--- config.mk ---
export PLATFORM = sky130hd
export DESIGN_NAME = lsu_arbiter
export DESIGN_NICKNAME = d
export VERILOG_FILES = /design/src/rtl/lsu_pkg.sv /design/src/rtl/rr_pick2.sv /design/src/rtl/lsu_arbiter.sv
export SDC_FILE = /design/constraint.sdc
export NUM_CORES = 1
export LEC_CHECK = 0
export CORE_AREA = 2 2 117 119
export DETAILED_ROUTE_END_ITERATION = 12
export DIE_AREA = 0 0 119 121
export GPL_TIMING_DRIVEN = 0
export PLACE_DENSITY = 0.73
export SETUP_SLACK_MARGIN = 0.02
export SLEW_MARGIN = 20
export SYNTH_ARGS = -nofsm -noshare
export SYNTH_HDL_FRONTEND = slang
export SYNTH_SLANG_ARGS = --single-unit
--- constraint.sdc ---
create_clock -name i_clk -period 2.2 [get_ports i_clk]
set_clock_uncertainty 0.05 [all_clocks]
set_input_delay 0.22 -clock i_clk [delete_from_list [all_inputs] [get_ports i_clk]]
set_output_delay 0.22 -clock i_clk [all_outputs]
set_load 0.01 [all_outputs]
--- src/rtl/lsu_pkg.sv ---
// Shared types and defaults for the two-master lsu port arbiter.
package lsu_pkg;

  // Arbiter ownership state: free round-robin or locked to one master.
  typedef enum logic [1:0] {
    IDLE = 2'd0,
    OWN0 = 2'd1,
    OWN1 = 2'd2
  } arb_state_t;

  localparam int unsigned LSU_ADDR_W_DEF   = 32;
  localparam int unsigned LSU_DATA_W_DEF   = 32;
  localparam int unsigned LSU_LOCK_MAX_DEF = 16;

  // Encoding of last_grant: which master was served most recently.
  localparam logic GRANT_M0 = 1'b0;
  localparam logic GRANT_M1 = 1'b1;

  // One requester's transfer as seen at the default widths.
  typedef struct packed {
    logic [LSU_ADDR_W_DEF-1:0] addr;
    logic [LSU_DATA_W_DEF-1:0] wdata;
    logic                      wren;
    logic                      lock;
  } lsu_req_t;

endpackage

--- src/rtl/rr_pick2.sv ---
// Combinational two-way round-robin picker with one-hot grant output.
module rr_pick2
  import lsu_pkg::*;
(
  input  logic [1:0] valid_i,
  input  logic       last_grant_i,
  output logic [1:0] grant_o
);

  // A lone requester wins; on a tie the master not served last wins.
  always_comb begin
    grant_o = 2'b00;
    case (valid_i)
      2'b01:   grant_o = 2'b01;
      2'b10:   grant_o = 2'b10;
      2'b11:   grant_o = (last_grant_i == GRANT_M1) ? 2'b01 : 2'b10;
      default: grant_o = 2'b00;
    endcase
  end

endmodule

--- src/rtl/lsu_arbiter.sv ---
// Shares one lsu port between m0 (core) and m1 (debug/boot loader) with
// round-robin arbitration, bounded lock for RMW sequences and a registered
// one-cycle response path.
module lsu_arbiter
  import lsu_pkg::*;
#(
  parameter int unsigned ADDR_W   = LSU_ADDR_W_DEF,
  parameter int unsigned DATA_W   = LSU_DATA_W_DEF,
  parameter int unsigned LOCK_MAX = LSU_LOCK_MAX_DEF
) (
  input  logic              i_clk,
  input  logic              i_reset_n,
  input  logic              i_m0_valid,
  output logic              o_m0_ready,
  input  logic [ADDR_W-1:0] i_m0_addr,
  input  logic [DATA_W-1:0] i_m0_wdata,
  input  logic              i_m0_wren,
  input  logic              i_m0_lock,
  output logic              o_m0_rvalid,
  output logic [DATA_W-1:0] o_m0_rdata,
  input  logic              i_m1_valid,
  output logic              o_m1_ready,
  input  logic [ADDR_W-1:0] i_m1_addr,
  input  logic [DATA_W-1:0] i_m1_wdata,
  input  logic              i_m1_wren,
  input  logic              i_m1_lock,
  output logic              o_m1_rvalid,
  output logic [DATA_W-1:0] o_m1_rdata,
  output logic [ADDR_W-1:0] o_lsu_addr,
  output logic [DATA_W-1:0] o_st_data,
  output logic              o_lsu_wren,
  input  logic [DATA_W-1:0] i_ld_data,
  output logic              o_lock_abort
);

  localparam int unsigned CNT_W = (LOCK_MAX > 2) ? $clog2(LOCK_MAX) : 1;
  localparam logic [CNT_W-1:0] CNT_LAST = CNT_W'(LOCK_MAX - 1);

  arb_state_t        state_q, state_d;
  logic              last_grant_q, last_grant_d;
  logic [CNT_W-1:0]  lock_cnt_q, lock_cnt_d;
  logic              abort_q, abort_d;
  logic              m0_rvalid_q, m0_rvalid_d;
  logic              m1_rvalid_q, m1_rvalid_d;
  logic [DATA_W-1:0] m0_rdata_q, m0_rdata_d;
  logic [DATA_W-1:0] m1_rdata_q, m1_rdata_d;

  logic [1:0]        pick_valid_s;
  logic [1:0]        grant_s;
  logic              acc_s;
  logic              win_s;
  logic              win_wren_s;
  logic              win_lock_s;
  logic [ADDR_W-1:0] win_addr_s;
  logic [DATA_W-1:0] win_wdata_s;
  logic              owner_valid_s;
  logic              owner_lock_s;
  logic [DATA_W-1:0] resp_data_s;

  // Mask the picker inputs so a locked state only lets its owner through.
  always_comb begin
    pick_valid_s = 2'b00;
    case (state_q)
      IDLE:    pick_valid_s = {i_m1_valid, i_m0_valid};
      OWN0:    pick_valid_s = {1'b0, i_m0_valid};
      OWN1:    pick_valid_s = {i_m1_valid, 1'b0};
      default: pick_valid_s = 2'b00;
    endcase
  end

  rr_pick2 u_pick (
    .valid_i      (pick_valid_s),
    .last_grant_i (last_grant_q),
    .grant_o      (grant_s)
  );

  assign o_m0_ready = i_m0_valid & grant_s[0];
  assign o_m1_ready = i_m1_valid & grant_s[1];
  assign acc_s      = o_m0_ready | o_m1_ready;
  assign win_s      = grant_s[1];

  // Select the winning request and the owner's current request fields.
  always_comb begin
    if (win_s) begin
      win_addr_s  = i_m1_addr;
      win_wdata_s = i_m1_wdata;
      win_wren_s  = i_m1_wren;
      win_lock_s  = i_m1_lock;
    end else begin
      win_addr_s  = i_m0_addr;
      win_wdata_s = i_m0_wdata;
      win_wren_s  = i_m0_wren;
      win_lock_s  = i_m0_lock;
    end
    if (state_q == OWN1) begin
      owner_valid_s = i_m1_valid;
      owner_lock_s  = i_m1_lock;
    end else begin
      owner_valid_s = i_m0_valid;
      owner_lock_s  = i_m0_lock;
    end
  end

  // Drive the lsu only while a transfer is granted; otherwise park at zero.
  always_comb begin
    if (acc_s) begin
      o_lsu_addr = win_addr_s;
      o_st_data  = win_wdata_s;
      o_lsu_wren = win_wren_s;
    end else begin
      o_lsu_addr = {ADDR_W{1'b0}};
      o_st_data  = {DATA_W{1'b0}};
      o_lsu_wren = 1'b0;
    end
  end

  // Ownership FSM, lock hold counter and forced-release detection.
  always_comb begin
    state_d      = state_q;
    lock_cnt_d   = lock_cnt_q;
    last_grant_d = last_grant_q;
    abort_d      = 1'b0;
    if (acc_s) begin
      last_grant_d = win_s;
    end else begin
      last_grant_d = last_grant_q;
    end
    case (state_q)
      IDLE: begin
        lock_cnt_d = {CNT_W{1'b0}};
        if (acc_s && win_lock_s) begin
          state_d = win_s ? OWN1 : OWN0;
        end else begin
          state_d = IDLE;
        end
      end
      OWN0, OWN1: begin
        // Saturating count of cycles spent owning the port.
        if (lock_cnt_q == CNT_LAST) begin
          lock_cnt_d = lock_cnt_q;
        end else begin
          lock_cnt_d = lock_cnt_q + {{(CNT_W-1){1'b0}}, 1'b1};
        end
        if (acc_s && !win_lock_s) begin
          state_d    = IDLE;
          lock_cnt_d = {CNT_W{1'b0}};
        end else if (!owner_valid_s && !owner_lock_s) begin
          state_d    = IDLE;
          lock_cnt_d = {CNT_W{1'b0}};
        end else if (lock_cnt_q == CNT_LAST) begin
          // Owner overstayed: drop the lock and hand the next tie away.
          state_d      = IDLE;
          lock_cnt_d   = {CNT_W{1'b0}};
          abort_d      = 1'b1;
          last_grant_d = (state_q == OWN1) ? GRANT_M1 : GRANT_M0;
        end else begin
          state_d = state_q;
        end
      end
      default: begin
        state_d    = IDLE;
        lock_cnt_d = {CNT_W{1'b0}};
      end
    endcase
  end

  // Response capture: strobe the winner and hold the loser's last data.
  always_comb begin
    resp_data_s = win_wren_s ? {DATA_W{1'b0}} : i_ld_data;
    m0_rvalid_d = o_m0_ready;
    m1_rvalid_d = o_m1_ready;
    if (o_m0_ready) begin
      m0_rdata_d = resp_data_s;
    end else begin
      m0_rdata_d = m0_rdata_q;
    end
    if (o_m1_ready) begin
      m1_rdata_d = resp_data_s;
    end else begin
      m1_rdata_d = m1_rdata_q;
    end
  end

  // State and response registers; async reset drops any pending response.
  always_ff @(posedge i_clk or negedge i_reset_n) begin
    if (!i_reset_n) begin
      state_q      <= IDLE;
      last_grant_q <= GRANT_M1;
      lock_cnt_q   <= {CNT_W{1'b0}};
      abort_q      <= 1'b0;
      m0_rvalid_q  <= 1'b0;
      m1_rvalid_q  <= 1'b0;
      m0_rdata_q   <= {DATA_W{1'b0}};
      m1_rdata_q   <= {DATA_W{1'b0}};
    end else begin
      state_q      <= state_d;
      last_grant_q <= last_grant_d;
      lock_cnt_q   <= lock_cnt_d;
      abort_q      <= abort_d;
      m0_rvalid_q  <= m0_rvalid_d;
      m1_rvalid_q  <= m1_rvalid_d;
      m0_rdata_q   <= m0_rdata_d;
      m1_rdata_q   <= m1_rdata_d;
    end
  end

  assign o_m0_rvalid  = m0_rvalid_q;
  assign o_m1_rvalid  = m1_rvalid_q;
  assign o_m0_rdata   = m0_rdata_q;
  assign o_m1_rdata   = m1_rdata_q;
  assign o_lock_abort = abort_q;

endmodule

==> results.cfg <==
[synthesis]
synth_cell_types = 33
yosysSeqAreaShare_pct = 47.7
synthArstFlopShare_pct = 100
syn_inst = 412
netlist_area_um2 = 3890
synth-warning-count = 0
ys.flop_type = dfrtp_1
syn-num-nets = 585
synth.avg_cell_area_um2 = 9.44
synth-edff-count = 0
ys_seq_elements = 74

[clock_network]
clock-sinks = 74
numCtsBuffers = 9
htreeDepth = 3
insertion_delay_ns = 0.33
max-clock-path-buffers = 2
clockRootBuffer = clkbuf_16
path_clk_slew_ns = 0.06
cts_tree = built

[die]
start_util_pct = 29.7
dieArea_um2 = 14400
pin_count = 302
die_height_um = 121
fp-row-count = 42
die_x_um = 119
core-area_um2 = 13100

[timing]
fin_ws_ns = -0.287
slew_headroom_pct = 57.1
setup_viol = 67
clock.fmax_ghz = 0.402
period_share_pct = 113
min_period_ns = 2.49
rsz0062_at_grt = yes
worst_slew_pin_slew_ns = 0.637
hold_viol = 0
slew_viol_final = 0

[setup_path]
timing.rr.start = state_q[0]$_DFFE_PN0P_
slowest_stage = dfrtp_1
required_ns = 1.93
r2r_slack_ns = 0.03
max_stage_delay_ns = 0.42
path_buf_inv = 5
path_cells = inv_2, ha_4, nor2_1, or3_4, buf_12, inv_12, buf_6, a22o_1, clkdlybuf4s15_2
arrival_ns = 2.22
path_max_fanout = 5
critPathTopFamily = buffers and inverters
crit_type = reg2out
reg2reg_depth = 8
r2r_end = last_grant_q$_DFF_PN1_
cp-start-kind = flip-flop
cp-end-kind = output port

[global_routing]
antenna_found_initial = 0
grt_max_degree = 40
grt_use_met1_pct = 25.7
grt_pass1_vias = 4660
grt_overflow_total = 0
grt_pass1_wl_um = 26200
grt-busiest-layer = met2
grt_util_met3_pct = 5.92
grtUsageTotal_pct = 23.7
met2_usage_pct = 45.0

[pwr]
peakVddDrop_mv = 0.457
p_leak_nw = 3.63
power.density_nw_per_um2 = 1280

[outcome]
violations = setup timing
status = finished, violations left

[detailed_routing]
firstDrtPassIters = 6
vias_per_cell = 4.85
drc = 0
antenna_left = 0
post_drt_wl_per_cell_um = 18.8
vias = 4510
wl_um = 17400
drtIter0Drc = 253

[cells_and_area]
layout_commonest_cell = clkdlybuf4s50_1
stdcell_count = 930
drive_above_1_share_pct = 19.5
final_cell_mix = 233 x clkdlybuf4s50_1, 129 x nand2_1, 73 x dfrtp_1
nets = 923
n_antenna_cell = 0
syn_to_final_growth_pct = 99.1

[placed_design]
place_ws_ns = -0.775
port_buffers = 301
gp_congestion = 0.932
dp_hpwl_um = 13700
placedCellCount = 890

[flow_run]
cap_violations = 0

[hold_path]
min_path_type = in2async
## registers in the layout (all words and copies together) (netlist names)
register,flops
o_m0_rdata,32
o_m1_rdata,32
lock_cnt_q,4
state_q,2
last_grant_q,1
o_lock_abort,1
o_m0_rvalid,1
o_m1_rvalid,1
## kinds of logic after synthesis
group	count (synthesis)	share of synthesized area, %
AND/OR/NAND/NOR	216	28.7
adder cells (fa/ha/maj)	5	1.61
XOR/XNOR	1	0.225
buffers and inverters	41	5.05
AO/OA/AOI/OAI	72	15.8
multiplexers	3	0.901
flip-flops	74	47.7
## metal layers
metal  part of all wire (%)  up-vias
met1                     36     2164
li1                       -     2118
met2                     55      201
met5                      0        -
met3                    7.2       27
met4                    2.4        0
## cells in the mapped netlist, types with 3 or more instances
cell	count	area (um2)
nand2_1	129	484
nand3_1	4	20.0
nor3b_1	3	22.5
dfrtp_1	73	1830
clkbuf_1	12	45.0
a22o_1	64	561
buf_2	18	90.1
o21ai_0	4	20.0
buf_4	3	22.5
ha_1	5	62.6
inv_1	5	18.8
nand3b_1	64	480
nor2_1	3	11.3
## layout make-up
type,count,area (um2)
Buffer,30,274
Clock buffer,11,253
Clock inverter,4,27.5
Fill cell,1130,5350
Inverter,7,65.1
Multi-Input combinational cell,297,1880
Sequential cell,74,1850
Tap cell,176,220
Timing Repair Buffer,330,3150
Timing Repair inverter,1,16.3
## through the flow
step	utilization [%]	hold WS, ns	power (W)	instance area, um2	setup TNS (ns)
floorplan	-	-0.126	0.00468	3890	0
global placement	54.4	0.400	0.00773	7120	-161.23
detailed placement	54.6	0.181	0.00786	7140	-45.22
CTS	58.2	0.363	0.00976	7610	-15.20
global route	59.2	0.403	0.0105	7740	-19.17
finish	59.2	0.359	0.00993	7740	-14.62
## where the power goes
part	switching [W]	internal (W)	total, W
Sequential	0.000355	0.00194	0.00230
Clock	0.000548	0.000818	0.00137
Combinational	0.00288	0.00338	0.00626
## how the worst max path moves through the flow
stage                                 from                         to  depth (start not counted)
floorplan           state_q[0]$_DFFE_PN0P_             o_lsu_addr[30]                          9
global placement                 i_reset_n  o_m1_rdata[6]$_DFFE_PN0P_                          1
detailed placement              i_m0_valid             o_lsu_addr[24]                          8
CTS                 state_q[0]$_DFFE_PN0P_             o_lsu_addr[22]                         10
global route        state_q[0]$_DFFE_PN0P_             o_lsu_addr[22]                         10
finish              state_q[1]$_DFFE_PN0P_              o_st_data[28]                          9
## what timing repair did
action	4_1_cts	5_1_grt
endpoints found under the setup margin	124	101
hold endpoints to repair	37	0
pin swaps	9	8
buffers inserted	14	7
hold buffers	1	0
gates cloned	4	3
resized for setup	359	10
Power figures use the tool's default switching activity.
